### config.mk
export PLATFORM = sky130hd
export DESIGN_NAME = csel_pipe_adder
export DESIGN_NICKNAME = d
export VERILOG_FILES = /design/src/rtl/csel_pkg.sv /design/src/rtl/csel_block.sv /design/src/rtl/csel_pipe_adder.sv
export SDC_FILE = /design/constraint.sdc
export NUM_CORES = 1
export LEC_CHECK = 0
export ABC_AREA = 0
export BUFFER_PORTS_ARGS = -buffer_cell sky130_fd_sc_hd__buf_2
export CAP_MARGIN = 20
export CORE_ASPECT_RATIO = 1.1
export CORE_UTILIZATION = 37
export CTS_CLUSTER_DIAMETER = 50
export DETAILED_ROUTE_END_ITERATION = 7
export GPL_ROUTABILITY_DRIVEN = 0
export PLACE_DENSITY = 0.54
export SLEW_MARGIN = 20
export SYNTH_ARGS = -nofsm -noshare
export SYNTH_HDL_FRONTEND = slang
export SYNTH_HIERARCHICAL = 1
export SYNTH_SLANG_ARGS = --single-unit
### constraint.sdc
create_clock -name clk -period 4.2 [get_ports clk]
set_input_delay 0.42 -clock clk [delete_from_list [all_inputs] [get_ports clk]]
set_output_delay 0.42 -clock clk [all_outputs]
set_load 0.005 [all_outputs]
### src/rtl/csel_pkg.sv
// csel_pkg: shared constants, stage count helper and stage record for csel_pipe_adder (CSEL_OVF_EN adds sign bits)
package csel_pkg;

  localparam int CSEL_WIDTH = 32;
  localparam int CSEL_BLK   = 8;

  function automatic int csel_nblk(input int width, input int blk);
    return width / blk;
  endfunction

  typedef struct packed {
    logic                  v;
    logic [CSEL_WIDTH-1:0] s;
    logic                  c;
    logic [CSEL_WIDTH-1:0] a;
    logic [CSEL_WIDTH-1:0] b;
`ifdef CSEL_OVF_EN
    logic                  sa;
    logic                  sb;
`endif
  } csel_stage_t;

endpackage

### src/rtl/csel_block.sv
// csel_block: combinational carry-select block, two ripple chains (carry 0 / carry 1) and a late select
module csel_block #(
  parameter int BLK = 8
) (
  input  logic [BLK-1:0] a_i,
  input  logic [BLK-1:0] b_i,
  input  logic           c_i,
  output logic [BLK-1:0] s_o,
  output logic           c_o
);

  logic [BLK-1:0] s0, s1;
  logic           k0, k1;

  // both ripple chains are evaluated up front so only the select waits on the incoming carry
  always_comb begin
    s0 = '0;
    s1 = '0;
    k0 = 1'b0;
    k1 = 1'b1;
    for (int i = 0; i < BLK; i++) begin
      s0[i] = a_i[i] ^ b_i[i] ^ k0;
      k0    = (a_i[i] & b_i[i]) | (k0 & (a_i[i] ^ b_i[i]));
      s1[i] = a_i[i] ^ b_i[i] ^ k1;
      k1    = (a_i[i] & b_i[i]) | (k1 & (a_i[i] ^ b_i[i]));
    end
  end

  assign s_o = c_i ? s1 : s0;
  assign c_o = c_i ? k1 : k0;

endmodule

### src/rtl/csel_pipe_adder.sv
// csel_pipe_adder: NBLK-stage carry-select pipelined adder with valid/ready flow control; CSEL_OVF_EN adds signed-overflow output ovf
module csel_pipe_adder
  import csel_pkg::*;
#(
  parameter int WIDTH = CSEL_WIDTH,
  parameter int BLK   = CSEL_BLK
) (
  input  logic             clk,
  input  logic             rst_n,
  input  logic             in_valid,
  output logic             in_ready,
  input  logic [WIDTH-1:0] a,
  input  logic [WIDTH-1:0] b,
  input  logic             cin,
  output logic             out_valid,
  input  logic             out_ready,
  output logic [WIDTH:0]   sum
`ifdef CSEL_OVF_EN
  ,
  output logic             ovf
`endif
);

  localparam int NBLK = csel_nblk(WIDTH, BLK);

  typedef struct packed {
    logic             v;
    logic [WIDTH-1:0] s;
    logic             c;
    logic [WIDTH-1:0] a;
    logic [WIDTH-1:0] b;
`ifdef CSEL_OVF_EN
    logic             sa;
    logic             sb;
`endif
  } stage_t;

  stage_t st_q [NBLK];
  logic   stall;

  assign stall     = st_q[NBLK-1].v && !out_ready;
  assign in_ready  = !stall;
  assign out_valid = st_q[NBLK-1].v;
  assign sum       = {st_q[NBLK-1].c, st_q[NBLK-1].s};

`ifdef CSEL_OVF_EN
  logic ovf_q;
  assign ovf = ovf_q;
`endif

  for (genvar k = 0; k < NBLK; k++) begin : g_stg
    stage_t         prev, d;
    logic [BLK-1:0] bs;
    logic           bc;
    if (k == 0) begin : g_first
      // stage 0 takes the raw beat; cin plays the role of the previous block carry
      always_comb begin
        prev   = '0;
        prev.v = in_valid;
        prev.c = cin;
        prev.a = a;
        prev.b = b;
`ifdef CSEL_OVF_EN
        prev.sa = a[WIDTH-1];
        prev.sb = b[WIDTH-1];
`endif
      end
    end else begin : g_next
      assign prev = st_q[k-1];
    end
    csel_block #(.BLK(BLK)) u_blk (
      .a_i(prev.a[BLK-1:0]),
      .b_i(prev.b[BLK-1:0]),
      .c_i(prev.c),
      .s_o(bs),
      .c_o(bc)
    );
    // resolve this block; unresolved operand bits shift down so every stage consumes the low BLK bits
    always_comb begin
      d                   = prev;
      d.s[k*BLK +: BLK]   = bs;
      d.c                 = bc;
      d.a                 = prev.a >> BLK;
      d.b                 = prev.b >> BLK;
    end
    // whole pipeline advances together and freezes while the output is stalled
    always_ff @(posedge clk or negedge rst_n)
      if (!rst_n) st_q[k] <= '0;
      else if (!stall) st_q[k] <= d;
`ifdef CSEL_OVF_EN
    if (k == NBLK - 1) begin : g_ovf
      // overflow is decided from the carried sign bits and the final sum MSB
      always_ff @(posedge clk or negedge rst_n)
        if (!rst_n) ovf_q <= 1'b0;
        else if (!stall) ovf_q <= (d.sa == d.sb) && (d.s[WIDTH-1] != d.sa);
    end
`endif
  end

endmodule

; ---- Word-level counts from Yosys, hierarchy flattened
; Cells that the tools add are included.
[word_totals]
reg_bits = 184
elab_cells = 269
[op_classes]
mux = 8
bitwise_logic = 240
n_reduce_logical = 3
[op_table]
columns = op, count
row1 = 1-bit bitwise AND, 88
row2 = 1-bit bitwise XOR, 88
row3 = 1-bit bitwise OR, 60
row4 = 8-bit two-way mux, 4
row5 = 1-bit two-way mux, 4
row6 = 1-bit NOT, 4
row7 = 1-bit logical NOT, 2
row8 = 1-bit logical AND, 1

; ---- Longest topological paths before layout
[logic_depth]
depth_word = 17
depth_mapped = 15
ltp_nobuf = 15

; ---- Modules after synthesis
; Netlist, hierarchy kept.
[modules_own_cells]
columns = mod, instances, cells_per_inst, area_each_um2, seq_area_each_um2
row1 = csel_pipe_adder, 1, 390, 7104.3, 4604.4
row2 = csel_block at g_stg[0].u_blk ..., 3, 24, 227.7, 0.0
row3 = csel_block at g_stg[3].u_blk, 1, 24, 232.7, 0.0

; ---- Worst setup path before layout
; OpenSTA, ideal clock, no wires.
[synth_path]
kind = input to register
from = input a[0]
to = register st_q, in the netlist g_stg[1].d[72]
arrival_ps = 3438
required_ps = 4136
slack_ps = 698
path_stages = 15
n_path_buf = 0
cell_sequence = ha_1 nor2_1 a21oi_1 fa_1 inv_1 fa_1 inv_1 fa_1 fa_1 fa_1 fa_1 inv_1 fa_1 inv_1 mux2_4
[synth_between]
elab_chain_cells = 16
word_cells_on_any_way = 30
[synth_lines]
columns = item, line_no
row1 = "start, declared", csel_pipe_adder.sv:12  ; input logic [WIDTH-1:0] a,
row2 = 1-bit bitwise AND / 1-bit bitwise XOR (equally long branches), --
row3 = 1-bit bitwise OR, csel_block.sv:25  ; k1 = (a_i[i] & b_i[i]) | (k1 & (a_i[i] ^ b_i[i]));
row4 = 1-bit bitwise AND, csel_block.sv:25
row5 = 1-bit bitwise OR, csel_block.sv:25
row6 = 1-bit bitwise AND, csel_block.sv:25
row7 = 1-bit bitwise OR, csel_block.sv:25
row8 = 1-bit bitwise AND, csel_block.sv:25
row9 = 1-bit bitwise OR, csel_block.sv:25
row10 = 1-bit bitwise AND, csel_block.sv:25
row11 = 1-bit bitwise OR, csel_block.sv:25
row12 = 1-bit bitwise AND, csel_block.sv:25
row13 = 1-bit bitwise OR, csel_block.sv:25
row14 = 1-bit bitwise AND, csel_block.sv:25
row15 = 1-bit bitwise OR, csel_block.sv:25
row16 = 1-bit bitwise XOR, csel_block.sv:24  ; s1[i] = a_i[i] ^ b_i[i] ^ k1;
row17 = 8-bit two-way mux *, csel_block.sv:29  ; assign s_o = c_i ? s1 : s0;
row18 = net g_stg[0].bs[7], csel_pipe_adder.sv:53  ; logic [BLK-1:0] bs;
row19 = "end signal, assigned by index", csel_pipe_adder.sv:88  ; if (!rst_n) st_q[k] <= '0;
row20 = "end signal, assigned by index", csel_pipe_adder.sv:89  ; else if (!stall) st_q[k] <= d;
row21 = "end, declared", csel_pipe_adder.sv:38  ; stage_t st_q [NBLK];
; Mark *: on every way through the listed nets, which the timed path passes. The rest lies on a longest branch.
; A chain may end at the register's enable or synchronous reset.

; ---- Worst setup path after layout
[layout_path]
from = register st_q, in the netlist g_stg[1].prev[32]
to = register st_q, in the netlist g_stg[2].d[80]
[layout_between]
elab_chain_cells = 16
word_cells_on_any_way = 30
[layout_lines]
columns = item, line_no
row1 = 1-bit bitwise AND / 1-bit bitwise XOR (equally long branches), --
row2 = 1-bit bitwise OR, csel_block.sv:25
row3 = 1-bit bitwise AND, csel_block.sv:25
row4 = 1-bit bitwise OR, csel_block.sv:25
row5 = 1-bit bitwise AND, csel_block.sv:25
row6 = 1-bit bitwise OR, csel_block.sv:25
row7 = 1-bit bitwise AND, csel_block.sv:25
row8 = 1-bit bitwise OR, csel_block.sv:25
row9 = 1-bit bitwise AND, csel_block.sv:25
row10 = 1-bit bitwise OR, csel_block.sv:25
row11 = 1-bit bitwise AND, csel_block.sv:25
row12 = 1-bit bitwise OR, csel_block.sv:25
row13 = 1-bit bitwise AND, csel_block.sv:25
row14 = 1-bit bitwise OR, csel_block.sv:25
row15 = 1-bit bitwise XOR, csel_block.sv:24
row16 = 8-bit two-way mux *, csel_block.sv:29
row17 = net g_stg[1].bs[7], csel_pipe_adder.sv:53
; Marked as above.

==> metrics.cfg <==
[cells_and_area]
diodes = 0
drive_gt1_share_pct = 53.2
final_cell_count_no_fill = 893
areaGrowthSynthToFinish_pct = 15.0
final_util_pct = 43.3
register_area_mm2 = 0.00460
finalNetCount = 695
multiInputGateArea_mm2 = 0.00286
fill_cells = 1988

[critical_path]
worst_ep_arrival_time_ns = 4.09
required_ns = 4.56
critical_path.max_fanout = 3
critPathLaunchType = flip-flop
reg2reg_slack_ns = 0.46
endpoint_kind = flip-flop
critical_path_class = reg2reg

[floorplanning]
chipWidth_um = 142
die_area_mm2 = 0.0223
start_util_pct = 37.7
fp.dieH_um = 156
rows = 56
ioPinCount = 104
design.core.area_mm2 = 0.0213

[timing]
tightest_slew_ns = 0.992
final.setup.tns_ns = 0
fmax_ghz = 0.268
slew-limit-headroom_pct = 33.9
drv_slew = 0
min_period_ns = 3.74
final-hold-violation-count = 0
final-setup-viol-count = 0
period_share_pct = 89.0
clock_skew_ns = 0.00774
rsz0062_at_grt = false

[route]
final_antenna_net_count = 0
avgRoutedWirePerCell_um = 13.9
avgViaCountPerCell = 4.40
drt-total-wl_mm = 12.4
drc = 0
vias = 3925
drtIter0Drc = 134
dr.pass1.iters = 4

[clock_tree]
cts_setup_buffers = 0
ctsHoldBuffers = 0
cts_root_buf = clkbuf_16
clk_pin_slew_ns = 0.07
h-tree-depth = 4
cts_resized = 0
cts_tree = done
clk_latency_ns = 0.42
cts_buffer_depth = 2
numCtsBuffers = 17
cts.sinks = 184

[placement]
dpl.cell_count = 861
dp_hpwl_mm = 7.86
io_buffers = 103

[min_path]
hold_class = in2async

[synth]
synth_top_cell_by_area = dfrtp_1
synthCells = 486
synth-seq-area-share_pct = 57.4
avgSynthCellArea_um2 = 16.5
ys_types = 16
yosysWarnings = 6
ys_ff_latch = 184
synth_top_area_share_pct = 57.4
ys_top_cells_by_area = dfrtp_1 (57%), mux2_2 (24%), fa_1 (7.0%)
synthesis.nets = 591
syn-cell-area_mm2 = 0.00802

[outcome]
status = complete, no violations

[power_and_ir_drop]
total_leakage_power_nw = 4.20
vdd_ir_drop_max_mv = 0.292
total_power_mw = 6.86
cellPowerDensity_mw_per_mm2 = 744

[global_routing]
grt-ovfl-total = 0
grtUsageTotal_pct = 12.3
grt_pass1_vias = 4185
antenna_found_initial = 0
grt_max_degree = 156
grt_pass1_wl_mm = 21.0

[flow_run]
drv_cap = 0

-- per-layer routing --
metal	up-vias	part of all wire (%)	GRT usage [%]	wire (um)
li1	1825	-	-	-
met1	2024	45	15.8	5580
met2	64	49	19.4	6120
met3	12	4.2	3.64	522
met4	0	1.4	5.22	170
met5	-	0	0	0
-- through the flow --
stage,setup WS (ns),hold slack (ns),instance area (um2)
finish,0.463,0.0385,9220
CTS,0.419,0.0551,9220
detailed placement,0.422,0.454,8580
floorplan,0.698,0.124,8020
global placement,0.459,0.453,8580
global route,0.268,0.0883,9220
-- sequential cells by signal, summed over array words and instances, names as in the netlist --
signal and flops:
sum 33, g_stg.prev 51, g_stg.d 99, out_valid 1
-- worst paths after layout --
path                              startpoint          endpoint  depth (start not counted)
min reg2reg                   g_stg[3].d[97]         out_valid                          1
min                                    rst_n            sum[4]                          1
max                        g_stg[1].prev[32]    g_stg[2].d[80]                         15
min in group clk                       a[26]    g_stg[1].d[42]                          2
max in group asynchronous              rst_n  g_stg[1].prev[0]                          2
max reg2reg                g_stg[1].prev[32]    g_stg[2].d[80]                         15
-- synthesized netlist by cell type --
cell,count
a21oi_1,3
buf_12,16
buf_6,2
clkbuf_8,2
dfrtp_1,184
fa_1,28
ha_1,8
inv_1,49
inv_2,1
mux2_2,171
mux2_4,12
mux2i_1,1
nand2b_1,1
nor2_1,3
nor2b_4,1
xor2_1,4
-- worst max-delay path, cell delays in order (launching register included) --
cell	delay [ns]
dfrtp_1	0.39
ha_1	0.21
nor2_1	0.08
a21oi_1	0.07
fa_1	0.38
inv_1	0.10
fa_1	0.17
inv_1	0.05
fa_1	0.38
fa_1	0.39
fa_1	0.41
fa_1	0.37
inv_1	0.08
fa_1	0.40
inv_1	0.05
mux2_2	0.13
-- cell type report --
type / count / share of cell area (%)
Sequential cell: 184 / 49.9
Multi-Input combinational cell: 232 / 31.0
Timing Repair Buffer: 105 / 6.12
Clock buffer: 20 / 4.95
Tap cell: 290 / 3.94
Inverter: 50 / 2.04
Clock inverter: 12 / 2.02
-- report_power, final --
part           switching [mW]  leakage, nW  internal (mW)
Combinational           0.837         1.75           1.32
Sequential              0.423         2.14           2.55
Clock                   0.689        0.304           1.04
-- cell usage in the layout (no fill, tap or decap) --
master	count
a21oi_1	3
ha_1	8
xor2_1	4
inv_2	1
mux2_2	171
inv_6	4
nand2b_1	1
inv_1	49
nor2b_4	1
clkbuf_8	3
buf_2	102
clkinv_4	1
dfrtp_1	184
clkinvlp_4	3
mux2i_1	1
fa_1	28
clkbuf_1	1
buf_12	2
nor2_1	3
mux2_4	12
clkbuf_16	17
bufinv_16	4
-- cell families after synthesis --
| logic type | count (synthesis) | synth area share, % |
|---|---|---|
| multiplexers | 184 | 26.4 |
| flip-flops | 184 | 57.4 |
| buffers and inverters | 70 | 6.96 |
| adder cells (fa/ha/maj) | 36 | 8.24 |
| AND/OR/NAND/NOR | 5 | 0.390 |
| XOR/XNOR | 4 | 0.437 |
| AO/OA/AOI/OAI | 3 | 0.187 |
Note: power is estimated with default switching activity, not from simulation.
